`src/rtl/dac_sample_sequencer_pkg.sv`:
```
// dac_seq_pkg: shared state type, default sizes and occupancy-width helper for the DAC sample sequencer
package dac_seq_pkg;
  localparam int DATA_W_DEF = 10;
  localparam int FIFO_DEPTH_DEF = 4;
  localparam int DIV_W_DEF = 16;
  typedef enum logic [1:0] {IDLE, PRIME, RUN} state_t;
  function automatic int occ_w(input int depth);
    return $clog2(depth + 1);
  endfunction
endpackage

```
`src/rtl/dac_sample_sequencer_if.sv`:
```
// dac_sample_sequencer_if: valid/ready sample stream from the core into the sequencer
interface dac_sample_sequencer_if import dac_seq_pkg::*; #(
  parameter int DATA_W = DATA_W_DEF
);
  logic s_valid;
  logic [DATA_W-1:0] s_data;
  logic s_ready;
  modport master (output s_valid, s_data, input s_ready);
  modport slave (input s_valid, s_data, output s_ready);
endinterface

```
`src/rtl/dac_sample_sequencer_fifo.sv`:
```
// sync_fifo: single-clock power-of-two FIFO with occupancy count and no push-to-pop bypass
module sync_fifo import dac_seq_pkg::*; #(
  parameter int WIDTH = DATA_W_DEF,
  parameter int DEPTH = FIFO_DEPTH_DEF
) (
  input  logic                     clk,
  input  logic                     reset,
  input  logic                     push,
  input  logic [WIDTH-1:0]         din,
  input  logic                     pop,
  output logic [WIDTH-1:0]         dout,
  output logic [occ_w(DEPTH)-1:0]  level,
  output logic                     full,
  output logic                     empty
);
  localparam int AW = $clog2(DEPTH);
  localparam int LW = occ_w(DEPTH);
  logic [WIDTH-1:0] mem [DEPTH];
  logic [AW-1:0] wr_ptr, rd_ptr;
  logic do_push, do_pop;
  assign full = level == LW'(DEPTH);
  assign empty = level == '0;
  assign do_push = push && !full;
  assign do_pop = pop && !empty;
  assign dout = mem[rd_ptr];
  always_ff @(posedge clk)
    if (do_push) mem[wr_ptr] <= din;
  always_ff @(posedge clk) begin
    if (reset) begin
      wr_ptr <= '0;
      rd_ptr <= '0;
      level <= '0;
    end else begin
      if (do_push) wr_ptr <= wr_ptr + AW'(1);
      if (do_pop) rd_ptr <= rd_ptr + AW'(1);
      level <= level + LW'(do_push) - LW'(do_pop);
    end
  end
endmodule

```
`src/rtl/dac_sample_sequencer.sv`:
```
// dac_sample_sequencer: paces buffered core samples onto the DAC at a fixed div+1 cycle period
module dac_sample_sequencer import dac_seq_pkg::*; #(
  parameter int DATA_W = DATA_W_DEF,
  parameter int FIFO_DEPTH = FIFO_DEPTH_DEF,
  parameter int DIV_W = DIV_W_DEF
) (
  input  logic                          clk,
  input  logic                          reset,
  input  logic                          enable,
  input  logic [DIV_W-1:0]              div,
  dac_sample_sequencer_if.slave         s,
  output logic [DATA_W-1:0]             dac_d,
  output logic                          dac_en,
  output logic                          underrun,
  output logic [occ_w(FIFO_DEPTH)-1:0]  level
);
  state_t state, state_nxt;
  logic [DIV_W-1:0] cnt, cnt_nxt;
  logic [DATA_W-1:0] head;
  logic pop, full, empty, underrun_nxt;
  sync_fifo #(.WIDTH(DATA_W), .DEPTH(FIFO_DEPTH)) fifo (
    .clk(clk),
    .reset(reset),
    .push(s.s_valid),
    .din(s.s_data),
    .pop(pop),
    .dout(head),
    .level(level),
    .full(full),
    .empty(empty)
  );
  assign s.s_ready = !full;
  assign dac_en = state == RUN;
  always_comb begin
    state_nxt = state;
    cnt_nxt = cnt;
    pop = 1'b0;
    underrun_nxt = 1'b0;
    if (!enable) begin
      state_nxt = IDLE;
      cnt_nxt = '0;
    end else if (state == IDLE) begin
      state_nxt = PRIME;
    end else if (state == PRIME) begin
      state_nxt = empty ? PRIME : RUN;
      cnt_nxt = empty ? cnt : div;
      pop = !empty;
    end else if (cnt == '0) begin
      cnt_nxt = div;
      pop = !empty;
      underrun_nxt = empty;
    end else begin
      cnt_nxt = cnt - DIV_W'(1);
    end
  end
  always_ff @(posedge clk) begin
    if (reset) begin
      state <= IDLE;
      cnt <= '0;
      dac_d <= '0;
      underrun <= 1'b0;
    end else begin
      state <= state_nxt;
      cnt <= cnt_nxt;
      underrun <= underrun_nxt;
      if (pop) dac_d <= head;
    end
  end
endmodule

```
`src/flat_wrapper.sv`:
```
// flat-port wrapper written by rule: the top's interface ports become plain ports
module dac_sample_sequencer_flat import dac_seq_pkg::*;
#(
  parameter int DATA_W = DATA_W_DEF,
  parameter int FIFO_DEPTH = FIFO_DEPTH_DEF,
  parameter int DIV_W = DIV_W_DEF
)
  (clk, reset, enable, div, dac_d, dac_en, underrun, level, s_s_valid, s_s_data, s_s_ready);
  dac_sample_sequencer_if #(.DATA_W(DATA_W)) s_i ();
  input  logic clk;
  input  logic reset;
  input  logic enable;
  input  logic [DIV_W-1:0] div;
  output logic [DATA_W-1:0] dac_d;
  output logic dac_en;
  output logic underrun;
  output logic [occ_w(FIFO_DEPTH)-1:0] level;
  input wire logic [$bits(s_i.s_valid)-1:0] s_s_valid;
  input wire logic [$bits(s_i.s_data)-1:0] s_s_data;
  output wire logic [$bits(s_i.s_ready)-1:0] s_s_ready;
  assign s_i.s_valid = s_s_valid;
  assign s_i.s_data = s_s_data;
  assign s_s_ready = s_i.s_ready;
  dac_sample_sequencer #(.DATA_W(DATA_W), .FIFO_DEPTH(FIFO_DEPTH), .DIV_W(DIV_W)) u_core (.clk(clk), .reset(reset), .enable(enable), .div(div), .s(s_i), .dac_d(dac_d), .dac_en(dac_en), .underrun(underrun), .level(level));
endmodule
```
`config.mk`:
```
export PLATFORM = sky130hd
export DESIGN_NAME = dac_sample_sequencer_flat
export DESIGN_NICKNAME = d
export VERILOG_FILES = /design/src/rtl/dac_sample_sequencer_pkg.sv /design/src/rtl/dac_sample_sequencer_if.sv /design/src/rtl/dac_sample_sequencer_fifo.sv /design/src/rtl/dac_sample_sequencer.sv /design/src/flat_wrapper.sv
export SDC_FILE = /design/constraint.sdc
export NUM_CORES = 1
export LEC_CHECK = 0
export CAP_MARGIN = 15
export CORE_MARGIN = 8
export CORE_UTILIZATION = 40
export CTS_BUF_LIST = sky130_fd_sc_hd__clkbuf_8
export DETAILED_ROUTE_END_ITERATION = 12
export GPL_ROUTABILITY_DRIVEN = 0
export PLACE_DENSITY_LB_ADDON = 0.2
export SLEW_MARGIN = 20
export SYNTH_ARGS = -nofsm -noshare
export SYNTH_HDL_FRONTEND = slang
export SYNTH_SLANG_ARGS = --single-unit
```
`constraint.sdc`:
```
create_clock -name clk -period 2.7 [get_ports clk]
set_input_delay 0.54 -clock clk [delete_from_list [all_inputs] [get_ports clk]]
set_output_delay 0.54 -clock clk [all_outputs]
set_load 0.02 [all_outputs]
```
==> out/metrics.csv <==
stage,metric,value,unit
yosys,Synth Net Count,340,
sta,Final Max Tran Viols,0,
finish,"commonest non-fill, non-tap cell in the layout",clkdlybuf4s50_1,
worst_setup_path,Worst R2R Start,u_core.cnt[10],
placement,port bufs,45,
global_routing,total global routing overflow,0,
sta,actual slew at the worst max-slew pin,0.586,ns
min_path,Hold Crit Class,register to register,
clock_tree,CTS tree,built,
worst_setup_path,CP Capture Type,register,
worst_setup_path,slowest cell on the critical path,or3_4,
finish,"Design Area, Final",4300,sq um
sta,clock skew,0.00959,ns
sta,RSZ-0062 raised after global routing,no,
clock_tree,total CTS buffers,9,
worst_setup_path,Crit path depth,12,
drt,final WL,8.49,mm
clock_tree,cts hold-fix bufs,0,
yosys,area share of the largest cell type after synthesis,0.347,
drt,Via-to-Cell Ratio,5.55,
job,max_cap viols,0,
clock_tree,"Reg clk slew, reported paths",0.08,ns
finish,ANT cells,0,
finish,nets,394,
worst_setup_path,FF-to-FF End,u_core.fifo.level[2],
finish,Area Growth Syn to Fin,24.2,%
yosys,"FFs w/ async S/R, synth",0,
sta,"Setup violations, final",0,
clock_tree,root buffer cell,clkbuf_8,
yosys,leading post-synthesis cells by cell area,"edfxtp_1, dfxtp_1, mux4_2",
worst_setup_path,CP max FO,8,
yosys,Synth Instances,302,
floorplanning,die span in x,109,microns
finish,multi-input logic area,1430,sq um
clock_tree,later-pin clock latency in the skew report,0.34,ns
worst_setup_path,WP buf/inv,2,
min_path,Worst Hold Path Cells,2,
floorplanning,chip height,109,microns
drt,TritonRoute pass-1 iters,5,
worst_setup_path,Worst Path Arrival,2.78,ns
clock_tree,Post-CTS Setup Bufs,0,
yosys,syn avg cell area,11.5,sq um
clock_tree,cts repair resizes,0,
finish,most frequent cells in the layout,"clkdlybuf4s50_1, edfxtp_1, dfxtp_1",
min_path,hold_sp,u_core.dac_d[4],
run_status,status,finished clean,
drt,Vias,2602,
yosys,most used flip-flop cell after synthesis,edfxtp_1,
yosys,Cell variety after synth,56,
drt,DR iter-0 viols,126,
clock_tree,clk sinks,76,
floorplanning,Initial Util,0.404,
finish,register area,1920,sq um
yosys,sequential share of the synthesized area,0.556,
clock_tree,number of H-tree levels,3,
worst_setup_path,R2R cell count,12,
floorplanning,core area,8550,sq um
drt,DRC Markers,0,
min_path,Worst Hold Path EP,u_core.dac_d[4],
sta,min Tclk post-route,2.55,ns
yosys,Yosys reg bits,76,
worst_setup_path,data required time of the critical path,2.93,ns
yosys,number of synthesized flops with an enable pin,40,
finish,post-layout util,0.502,
drt,post-route ant nets,0,
worst_setup_path,CP max stage delay,0.43,ns
drt,average wire per standard cell,18.1,microns
sta,Fin. Hold Viols,0,
sta,fin worst setup slack,0.155,ns
finish,layout cells sized above 1,0.161,
sta,Fmax,0.393,GHz
power,LEAKAGE,1.47,nW
floorplanning,die area,11900,sq um
power,Power per Cell Area,812,nW/um^2
yosys,YS warnings,0,
worst_setup_path,"delay-heaviest family, CP",simple AND/OR/NAND/NOR gates,
floorplanning,# IOs,46,
placement,"worst slack, placed",0.0191,ns
finish,fillcell total,769,
sta,Final Cycle Share,0.943,
worst_setup_path,cells along the critical path,or3_4 > and2b_2 > a21oi_4 > nor2_2 > ha_1 > inv_1 > ha_1 > inv_1 > fa_2 > xor2_1 > xnor2_1 > nor2_1,
placement,placed cell area,4090,sq um
yosys,Synth Cell Area,3460,sq um
sta,Setup TNS,0,ns
global_routing,first-pass GRT wire length,14.1,mm
clock_tree,Clock Tree Buf Depth,2,
power,Total Power,3.49,mW
global_routing,number of global-route vias before repair,2800,
finish,Post-Layout Cell Count,469,
global_routing,Total Routing Usage GR,0.153,
yosys,"area leader, netlist",edfxtp_1,
worst_setup_path,R2R setup slack,0.15,ns
sta,slew margin rel.,0.608,
floorplanning,Core Rows,34,
worst_setup_path,Startpoint Class,register,
worst_setup_path,CP Class,register to register,
placement,Cell Count Post-Placement,453,
global_routing,initial antenna violation count,0,
placement,HPWL Detailed,5.79,mm
global_routing,pin count of the biggest net entering global routing,26,
power,Worst IR Drop VDD,0.453,mV
sta,Final Hold Slack,0.484,ns
registers in the layout (all words and copies together), names as in the netlist:
| signal | count |
|---|---|
| u_core.state | 2 |
| u_core.underrun | 1 |
| u_core.dac_d | 10 |
| u_core.fifo.level | 3 |
| u_core.cnt | 16 |
| u_core.fifo.rd_ptr | 2 |
| u_core.fifo.wr_ptr | 2 |
| u_core.fifo.mem | 40 |
kinds of logic after synthesis:
| kind of cell | synth area share |
|---|---|
| AND/OR/NAND/NOR | 0.144 |
| multiplexers | 0.0709 |
| AO/OA/AOI/OAI | 0.155 |
| flip-flops | 0.556 |
| buffers and inverters | 0.0362 |
| adder cells (fa/ha/maj) | 0.0311 |
| XOR/XNOR | 0.00760 |
power breakdown:
part / total, mW / switching [mW] / internal [mW] / leakage [nW]
Combinational: 1.18 / 0.691 / 0.490 / 0.722
Sequential: 1.43 / 0.0861 / 1.35 / 0.660
Clock: 0.872 / 0.442 / 0.430 / 0.0899
Total: 3.49 / 1.22 / 2.27 / 1.47
worst max path at each step:
stage,startpoint,endpoint
2_1_floorplan,u_core.cnt[0],u_core.fifo.level[2]
3_3_place_gp,enable,u_core.fifo.level[2]
3_5_place_dp,enable,u_core.fifo.level[2]
4_1_cts,u_core.cnt[10],u_core.fifo.level[2]
5_1_grt,u_core.cnt[10],u_core.fifo.level[2]
6_report,u_core.cnt[10],u_core.fifo.level[2]
final cells by class:
cell class,instances,area share
Clock buffer,9,0.0288
Clock inverter,7,0.0172
Inverter,10,0.00874
Multi-Input combinational cell,198,0.333
Sequential cell,76,0.448
Tap cell,108,0.0315
Timing Repair Buffer,61,0.133
layer usage:
layer | vias up | GRT usage | share of wire
met5 | - | 0 | 0
met2 | 72 | 0.251 | 0.49
met1 | 1273 | 0.188 | 0.44
met3 | 5 | 0.0366 | 0.057
met4 | 0 | 0.0645 | 0.0080
li1 | 1252 | - | -
tightest hold or removal path: cells and delay by family, from the launching register on:
| family | cells | cell delay, ns |
|---|---|---|
| flip-flops | 1 | 0.32 |
| AO/OA/AOI/OAI | 2 | 0.13 |
synth_stat cells, types with 3 or more instances:
master,instances
nand2_1,14
ha_1,7
o21ai_0,28
nand3_1,18
nor2_1,16
mux4_2,10
buf_2,4
dfxtp_1,36
edfxtp_1,40
a21oi_1,28
and3_1,5
inv_1,10
buf_4,4
nor4_1,5
nor3_1,5
o21a_1,3
a31oi_1,3
clkbuf_1,9
or3_1,5
nor2b_1,4
o22ai_1,3
No activity file was read; power rests on OpenSTA's default activity.
